$ cat src/rtl/read_return_unit_pkg.sv
// rtl/read_return_unit_pkg.sv - shared mux codes, tag struct and counter width for the read return unit
package read_return_unit_pkg;

    localparam logic [1:0] MUX_I   = 2'd0;
    localparam logic [1:0] MUX_D   = 2'd1;
    localparam logic [1:0] MUX_C   = 2'd2;
    localparam logic [1:0] MUX_BAD = 2'd3;

    // Delivery counters saturate at all-ones of this width
    localparam int STAT_W = 16;

    // Widest address a tag can carry; narrower addresses are zero-extended
    localparam int TAG_ADDR_W = 32;

    typedef struct packed {
        logic                  valid;
        logic [1:0]            mux;
        logic [TAG_ADDR_W-1:0] addr;
    } rr_tag_t;

    function automatic logic mux_is_legal(input logic [1:0] m);
        return m != MUX_BAD;
    endfunction

endpackage

$ cat src/rtl/read_return_tagpipe.sv
// rtl/read_return_tagpipe.sv - LATENCY-deep tag delay line with last-stage and any-valid outputs
module read_return_tagpipe
    import read_return_unit_pkg::*;
#(
    parameter int LATENCY = 2
) (
    input  logic    clk,
    input  logic    rst_n,
    input  rr_tag_t tag_in,
    output rr_tag_t tag_last,
    output logic    any_valid
);

    rr_tag_t stage [LATENCY];

    // Free-running shift: no stall, a new tag (or bubble) enters every cycle
    always_ff @(posedge clk or negedge rst_n) begin
        if (!rst_n) begin
            for (int i = 0; i < LATENCY; i++) begin
                stage[i] <= '0;
            end
        end else begin
            stage[0] <= tag_in;
            for (int i = 1; i < LATENCY; i++) begin
                stage[i] <= stage[i-1];
            end
        end
    end

    assign tag_last = stage[LATENCY-1];

    // Any stage holding a live read means the unit is busy
    always_comb begin
        any_valid = 1'b0;
        for (int i = 0; i < LATENCY; i++) begin
            any_valid = any_valid | stage[i].valid;
        end
    end

endmodule

$ cat src/rtl/read_return_unit.sv
// rtl/read_return_unit.sv - steers returning bank read data to i/d/c requesters (READ_RETURN_STATS_EN adds delivery counters)
module read_return_unit
    import read_return_unit_pkg::*;
#(
    parameter int BANKBITS = 5,
    parameter int WORDBITS = 10,
    parameter int DATABITS = 32,
    parameter int LATENCY  = 2
) (
    input  logic                         clk,
    input  logic                         rst_n,
    input  logic                         rd_en,
    input  logic [1:0]                   rd_mux,
    input  logic [BANKBITS+WORDBITS-1:0] rd_addr,
    input  logic [DATABITS-1:0]          mem_rdata,
    output logic                         i_rvalid,
    output logic                         d_rvalid,
    output logic                         c_rvalid,
    output logic [DATABITS-1:0]          i_rdata,
    output logic [DATABITS-1:0]          d_rdata,
    output logic [DATABITS-1:0]          c_rdata,
    output logic [BANKBITS+WORDBITS-1:0] i_raddr,
    output logic [BANKBITS+WORDBITS-1:0] d_raddr,
    output logic [BANKBITS+WORDBITS-1:0] c_raddr,
    output logic                         busy,
    output logic                         err
`ifdef READ_RETURN_STATS_EN
    ,
    output logic [STAT_W-1:0]            i_cnt,
    output logic [STAT_W-1:0]            d_cnt,
    output logic [STAT_W-1:0]            c_cnt
`endif
);

    localparam int ADDR_W = BANKBITS + WORDBITS;

    rr_tag_t           tag_in;
    rr_tag_t           tag_last;
    logic              any_valid;
    logic              del_i;
    logic              del_d;
    logic              del_c;
    logic [ADDR_W-1:0] last_addr;
    logic              unused_tag_hi;

    // Illegal codes enter the pipe as bubbles so they never deliver
    always_comb begin
        tag_in       = '0;
        tag_in.valid = rd_en & mux_is_legal(rd_mux);
        tag_in.mux   = rd_mux;
        tag_in.addr  = TAG_ADDR_W'(rd_addr);
    end

    read_return_tagpipe #(
        .LATENCY (LATENCY)
    ) u_tagpipe (
        .clk       (clk),
        .rst_n     (rst_n),
        .tag_in    (tag_in),
        .tag_last  (tag_last),
        .any_valid (any_valid)
    );

    assign last_addr     = tag_last.addr[ADDR_W-1:0];
    assign unused_tag_hi = |(tag_last.addr >> ADDR_W);
    assign busy          = any_valid;

    // Delivery demux: the last stage selects exactly one requester or none
    always_comb begin
        del_i = 1'b0;
        del_d = 1'b0;
        del_c = 1'b0;
        if (tag_last.valid) begin
            case (tag_last.mux)
                MUX_I:   del_i = 1'b1;
                MUX_D:   del_d = 1'b1;
                MUX_C:   del_c = 1'b1;
                default: ;
            endcase
        end
    end

    // Pulses last one cycle; data/address hold until the next delivery to that port
    always_ff @(posedge clk or negedge rst_n) begin
        if (!rst_n) begin
            i_rvalid <= 1'b0;
            d_rvalid <= 1'b0;
            c_rvalid <= 1'b0;
            i_rdata  <= '0;
            d_rdata  <= '0;
            c_rdata  <= '0;
            i_raddr  <= '0;
            d_raddr  <= '0;
            c_raddr  <= '0;
        end else begin
            i_rvalid <= del_i;
            d_rvalid <= del_d;
            c_rvalid <= del_c;
            if (del_i) begin
                i_rdata <= mem_rdata;
                i_raddr <= last_addr;
            end
            if (del_d) begin
                d_rdata <= mem_rdata;
                d_raddr <= last_addr;
            end
            if (del_c) begin
                c_rdata <= mem_rdata;
                c_raddr <= last_addr;
            end
        end
    end

    // Sticky illegal-code flag, cleared only by reset
    always_ff @(posedge clk or negedge rst_n) begin
        if (!rst_n) begin
            err <= 1'b0;
        end else if (rd_en && !mux_is_legal(rd_mux)) begin
            err <= 1'b1;
        end
    end

`ifdef READ_RETURN_STATS_EN
    // Saturating per-requester delivery counters
    always_ff @(posedge clk or negedge rst_n) begin
        if (!rst_n) begin
            i_cnt <= '0;
            d_cnt <= '0;
            c_cnt <= '0;
        end else begin
            if (del_i && (i_cnt != '1)) i_cnt <= i_cnt + 1'b1;
            if (del_d && (d_cnt != '1)) d_cnt <= d_cnt + 1'b1;
            if (del_c && (c_cnt != '1)) c_cnt <= c_cnt + 1'b1;
        end
    end
`endif

endmodule

$ cat config.mk
export PLATFORM = sky130hd
export DESIGN_NAME = read_return_unit
export DESIGN_NICKNAME = d
export VERILOG_FILES = /design/src/rtl/read_return_unit_pkg.sv /design/src/rtl/read_return_tagpipe.sv /design/src/rtl/read_return_unit.sv
export SDC_FILE = /design/constraint.sdc
export NUM_CORES = 1
export LEC_CHECK = 0
export ABC_AREA = 0
export BUFFER_PORTS_ARGS = -buffer_cell sky130_fd_sc_hd__buf_2
export CAP_MARGIN = 20
export CORE_AREA = 2 2 138 140
export CTS_BUF_LIST = sky130_fd_sc_hd__clkbuf_4 sky130_fd_sc_hd__clkbuf_8 sky130_fd_sc_hd__clkbuf_16
export CTS_CLUSTER_SIZE = 16
export DETAILED_ROUTE_END_ITERATION = 12
export DIE_AREA = 0 0 140 142
export GPL_TIMING_DRIVEN = 1
export PLACE_DENSITY = 0.61
export SLEW_MARGIN = 25
export SYNTH_ARGS = -nofsm -noshare
export SYNTH_HDL_FRONTEND = slang
export SYNTH_SLANG_ARGS = --single-unit
$ cat constraint.sdc
create_clock -name clk -period 1.9 [get_ports clk]
set_input_delay 0 -clock clk [delete_from_list [all_inputs] [get_ports clk]]
set_output_delay 0 -clock clk [all_outputs]
set_load 0.005 [all_outputs]
==> results of run 1 <==
## state kept, by name, summed over array words and instances, names as in the netlist, 15 cells and up
register / cells
c_raddr: 15
i_rdata: 32
u_tagpipe.stage: 18
d_rdata: 32
d_raddr: 15
i_raddr: 15
c_rdata: 32
u_tagpipe.tag_last: 18
## cells in the mapped netlist
cell type,n,share of area [%]
nand3b_1,2,0.24
a31o_2,1,0.14
inv_1,2,0.12
a21boi_0,1,0.12
buf_2,8,0.63
buf_6,6,1.1
or2_2,1,0.099
buf_4,1,0.12
nor3b_2,1,0.20
dfrtp_1,181,72
mux2_1,47,8.4
mux2_4,10,2.4
mux2_2,84,15
## power by group
| group | total [uW] | switching, uW | internal (uW) |
|---|---|---|---|
| clock network | 3530 | 1460 | 2060 |
| registers | 4880 | 341 | 4540 |
| logic | 1730 | 704 | 1020 |
| total | 10100 | 2510 | 7630 |
## worst min path at each step
stage	endpoint	slack, ns
detailed placement	c_rdata[8]	-0.04
global placement	d_rdata[8]	-0.05
floorplan	c_raddr[0]	-0.30
CTS	c_rdata[8]	0.06
finish	c_rdata[8]	0.07
global route	c_rdata[8]	0.1
## logic make-up (layout without fill, tap and decap cells)
kind of cell | count (synthesis) | in the layout
multiplexers | 141 | 141
flip-flops | 181 | 181
buffers and inverters | 17 | 289
AND/OR/NAND/NOR | 4 | 4
AO/OA/AOI/OAI | 2 | 2
## per-stage QoR
step           instances  utilization (%)
3_3_place_gp         770             41.4
4_1_cts              851             47.4
6_report             851             47.4
2_1_floorplan        345                -
5_1_grt              851             47.4
3_5_place_dp         770             41.4
## routing by layer
layer / part of all wire [%] / vias up
met5: 0 / -
met3: 7.0 / 14
li1: - / 1725
met2: 49 / 140
met1: 42 / 1975
met4: 1.1 / 0
## layout make-up
class	instances	area [um2]
fillers	1612	9720
flip-flops and latches	181	4530
clock inverters	9	121
clock buffers	21	474
repair buffers	257	1630
inverters	2	7.51
well taps	234	293
multi-input cells	147	1680
==> flow_metrics.py, run 1 <==
metrics = {
    "logic_synthesis": {
        "synth_xor_xnor_area_share_pct": 0,
        "synth_top_family_by_area": "multiplexers",
        "yosysWarningCount": 0,
        "syn_inst": 345,
        "synthAdderAreaFrac_pct": 0,
        "ys_seq_area_share_pct": 71.6,
        "synth-compound-area-share_pct": 0.257,
        "synthSimpleGateAreaFrac_pct": 0.534,
        "syn_nets": 397,
        "synth_area_um2": 6330,
        "yosys_register_bits": 181,
        "avgSynthCellArea_um2": 18.3,
        "yosys.cell_types.count": 13,
        "synthMuxAreaShare_pct": 25.7,
    },
    "sta": {
        "drv_slew": 0,
        "fin_skew_ns": 0.0144,
        "relSlewSlack_pct": 72.2,
        "final.setup.tns_ns": 0,
        "fin_ws_ns": 0.365,
        "rsz0062_at_grt": "false",
        "tightest_slew_ns": 0.417,
        "finalSetupViolCount": 0,
        "hold_viol_final": 0,
        "hold_ws_ns": 0.0652,
        "fmax_mhz": 651,
        "post-route-min-period_ns": 1.54,
        "min_period_over_period_pct": 80.8,
    },
    "global_route": {
        "use_met2_pct": 23.7,
        "grt-busiest-layer": "met2",
        "grt_max_degree": 68,
        "grt_pass1_wl_mm": 22.3,
        "antenna_found_initial": 0,
        "use_met1_pct": 17.8,
        "grt_pass1_vias": 4300,
        "grt.overflow.total": 0,
        "grtUsageMet3_pct": 4.85,
        "grt_usage_pct": 14.4,
    },
    "floorplanning": {
        "core-area_um2": 18500,
        "fp.dieW_um": 140,
        "pin_count": 198,
        "dieArea_um2": 19900,
        "rows": 50,
        "initial_core_util_pct": 34.3,
        "die_h_um": 142,
    },
    "setup_path": {
        "startpoint": "u_tagpipe.tag_last[32]",
        "crit_path_top_delay_cell": "dfrtp_1",
        "slowest_delay_ns": 0.41,
        "arrival_ns": 1.83,
        "crit_path_max_fanout": 21,
        "cp_num_buf_inv": 1,
        "path_class": "register to register",
        "crit_family": "flip-flops",
        "rrSetupSlack_ns": 0.36,
        "ff2ff_path_depth": 3,
        "r2r-end": "i_rdata[1]",
        "path_cells": "nor3b_4, buf_4, mux2_2",
        "cp.depth": 3,
        "start_kind": "register",
        "worstSetupEndpointType": "register",
        "cp.required_ns": 2.20,
        "endpoint": "i_rdata[1]",
        "regToRegStartpoint": "u_tagpipe.tag_last[32]",
    },
    "power_and_ir_drop": {
        "p_per_area_nw_per_um2": 1160,
        "total_power_uw": 10100,
        "p_leak_uw": 0.00416,
        "peakVddDrop_mv": 0.575,
    },
    "final_layout": {
        "mostFrequentLayoutCells": "196 x buf_2, 181 x dfrtp_1, 84 x mux2_2",
        "layout.nets": 658,
        "diodes": 0,
        "drive_gt1_share_pct": 54.0,
        "layout_commonest_cell": "buf_2",
        "fin_area_um2": 8740,
        "syn2layout_area_growth_pct": 38.1,
    },
    "route": {
        "dr.pass1.iters": 10,
        "drtIter0Drc": 106,
        "drcViolationCount": 14,
        "ant_nets": 0,
        "num_vias": 3854,
        "avgRoutedWirePerCell_um": 16.0,
        "via_per_inst": 4.53,
        "postRouteWirelength_mm": 13.6,
    },
    "place": {
        "place_area_um2": 7630,
        "port_buffers": 197,
        "place_congestion": 0.735,
        "dp_hpwl_mm": 9.22,
        "pre_cts_slack_ns": 0.362,
    },
    "clock_tree": {
        "clockBufferDepth": 2,
        "htree_levels": 4,
        "post_cts_resize_count": 0,
        "clock_tree.root_cell": "clkbuf_16",
        "cts_buffers": 17,
        "clock_latency_ns": 0.42,
        "postCtsSetupBuffers": 0,
        "cts.clk_slew.worst_paths_ns": 0.07,
        "cts_tree": "done",
        "clock-sinks": 181,
        "cts_hold_buf": 51,
    },
    "job": {
        "cap_viol_max_count": 0,
    },
    "run_status": {
        "outcome": "finished, violations left",
        "failed_checks": "design-rule violations",
    },
    "worst_hold_path": {
        "hold_path.class": "input pin to asynchronous set/reset pin",
    },
}
No activity file was read; power rests on OpenSTA's default activity.
==> inputs of run 2 (changes only) <==
Clock period 1.9 ns to 1.5 ns, I/O delays scaled along.
==> flow_metrics.py, run 2 (same netlist as run 1, synthesis figures left out) <==
metrics = {
    "run_status": {
        "failed_checks": "design-rule violations",
        "outcome": "finished, violations left",
    },
    "floorplanning": {
        "rows": 50,
        "core-area_um2": 18500,
        "pin_count": 198,
        "die_h_um": 142,
        "dieArea_um2": 19900,
        "initial_core_util_pct": 34.3,
        "fp.dieW_um": 140,
    },
    "route": {
        "num_vias": 3901,
        "avgRoutedWirePerCell_um": 16.3,
        "drcViolationCount": 14,
        "dr.pass1.iters": 11,
        "ant_nets": 0,
        "via_per_inst": 4.54,
        "drtIter0Drc": 117,
        "postRouteWirelength_mm": 14.0,
    },
    "setup_path": {
        "ff2ff_path_depth": 4,
        "worstSetupEndpointType": "register",
        "regToRegStartpoint": "u_tagpipe.tag_last[33]",
        "cp.required_ns": 1.80,
        "start_kind": "register",
        "rrSetupSlack_ns": 0.05,
        "crit_path_max_fanout": 21,
        "r2r-end": "i_rdata[2]",
        "arrival_ns": 1.75,
        "path_class": "register to register",
    },
    "final_layout": {
        "syn2layout_area_growth_pct": 40.1,
        "nFillCells": 1578,
        "layout.nets": 664,
        "diodes": 0,
        "mostFrequentLayoutCells": "196 x buf_2, 181 x dfrtp_1, 84 x mux2_2",
        "top_regs": "c_rdata: 32 flops, d_rdata: 32 flops, i_rdata: 32 flops",
        "drive_gt1_share_pct": 54.6,
        "instances_no_fill": 859,
        "layout_commonest_cell": "buf_2",
    },
    "power_and_ir_drop": {
        "peakVddDrop_mv": 1.02,
        "p_switching_uw": 3290,
        "internal_power_uw": 9620,
        "p_per_area_nw_per_um2": 1460,
        "power_frac_comb_pct": 17.1,
        "pwr-share-clk_pct": 35.1,
        "p_leak_uw": 0.00421,
        "p_sw_share_pct": 25.5,
        "pwr-share-seq_pct": 47.8,
    },
    "global_route": {
        "grt.overflow.total": 0,
        "grt_pass1_vias": 4302,
        "grt_pass1_wl_mm": 22.7,
        "grt_max_degree": 45,
        "grt_usage_pct": 14.6,
        "antenna_found_initial": 0,
    },
    "sta": {
        "hold_ws_ns": 0.0880,
        "tightest_slew_ns": 0.468,
        "hold_viol_final": 0,
        "post-route-min-period_ns": 1.45,
        "drv_slew": 0,
        "finalSetupViolCount": 0,
        "relSlewSlack_pct": 68.8,
        "fin_skew_ns": 0.00786,
        "fmax_mhz": 690,
        "min_period_over_period_pct": 96.7,
    },
    "place": {
        "dp_hpwl_mm": 9.22,
        "port_buffers": 197,
        "place_congestion": 0.742,
        "dp_cells": 773,
    },
    "clock_tree": {
        "clock_latency_ns": 0.42,
        "clock_tree.root_cell": "clkbuf_16",
        "clock-sinks": 181,
        "cts_buffers": 17,
        "clockBufferDepth": 2,
        "post_cts_resize_count": 0,
        "cts.clk_slew.worst_paths_ns": 0.07,
        "cts_tree": "done",
        "htree_levels": 4,
    },
    "worst_hold_path": {
        "hold_path.class": "input pin to asynchronous set/reset pin",
    },
    "job": {
        "cap_viol_max_count": 0,
    },
}
[run 2: cell count changes in the layout (fill, tap and decap cells not counted), moves of 2 or more]
cell | before | now
buf_12 | 5 | 9
clkbuf_8 | 3 | 1
clkinv_4 | 3 | 1
clkinvlp_4 | 2 | 4
inv_6 | 1 | 3
[run 2: worst max path at each step]
| stage | start | end | slack [ns] | cells after the start |
|---|---|---|---|---|
| after global placement | u_tagpipe.tag_last[32] | i_raddr[2] | 0.07 | 3 |
| final | u_tagpipe.tag_last[33] | i_rdata[2] | 0.05 | 4 |
| after CTS | u_tagpipe.tag_last[32] | i_raddr[4] | 0.03 | 3 |
| after floorplan | u_tagpipe.tag_last[32] | i_rdata[12] | 0.14 | 4 |
| after global routing | u_tagpipe.tag_last[33] | i_raddr[7] | -0.04 | 4 |
| after detailed placement | u_tagpipe.tag_last[32] | i_rdata[25] | 0.05 | 3 |
[run 2: metal layers]
layer  wire length, um  part of all wire [%]  vias up  track usage [%]
met4               140                   1.0        0             3.83
li1                  -                     -     1747                -
met2              7030                    50      137             25.2
met1              5800                    42     2008             17.2
met5                 0                     0        -                0
met3               997                   7.1        9             5.55
[run 2: final cells by class]
cell class / instances / area (um2) / share of cell area [%]
Multi-Input combinational cell: 147 / 1680 / 19.0
Inverter: 2 / 7.51 / 0.0847
Clock inverter: 14 / 169 / 1.91
Timing Repair Buffer: 263 / 1750 / 19.7
Sequential cell: 181 / 4530 / 51.1
Tap cell: 234 / 293 / 3.30
Clock buffer: 18 / 439 / 4.95
[run 2: what timing repair did]
item | in CTS | in global routing
setup endpoints to repair | 0 | 6
endpoints found under the hold margin | 296 | 0
hold buffers | 51 | 0
setup buffers | 0 | 2
[run 2: worst max-delay path: stages, from the launching register on]
cell and delay, ns:
dfrtp_1 0.42, nor3b_4 0.21, buf_4 0.17, buf_12 0.18, mux2_2 0.35
[run 2: per-stage QoR]
step / cell area (um2) / power, uW / setup WS, ns / setup TNS, ns / util (%)
3_3_place_gp: 7710 / 8300 / 0.0664 / 0 / 41.8
5_1_grt: 8860 / 13600 / -0.0401 / -0.487 / 48.0
3_5_place_dp: 7710 / 8410 / 0.0459 / 0 / 41.8
2_1_floorplan: 6330 / 7100 / 0.142 / 0 / -
4_1_cts: 8820 / 13100 / 0.0335 / 0 / 47.8
6_report: 8860 / 12900 / 0.0499 / 0 / 48.0
[run 2: power groups by stage]
stage | clock network [uW] | registers (uW) | logic [uW]
floorplan | 0 | 6320 | 780
global placement | 0 | 6230 | 2080
detailed placement | 0 | 6270 | 2140
CTS | 4680 | 6180 | 2250
global route | 4900 | 6290 | 2430
finish | 4530 | 6180 | 2210
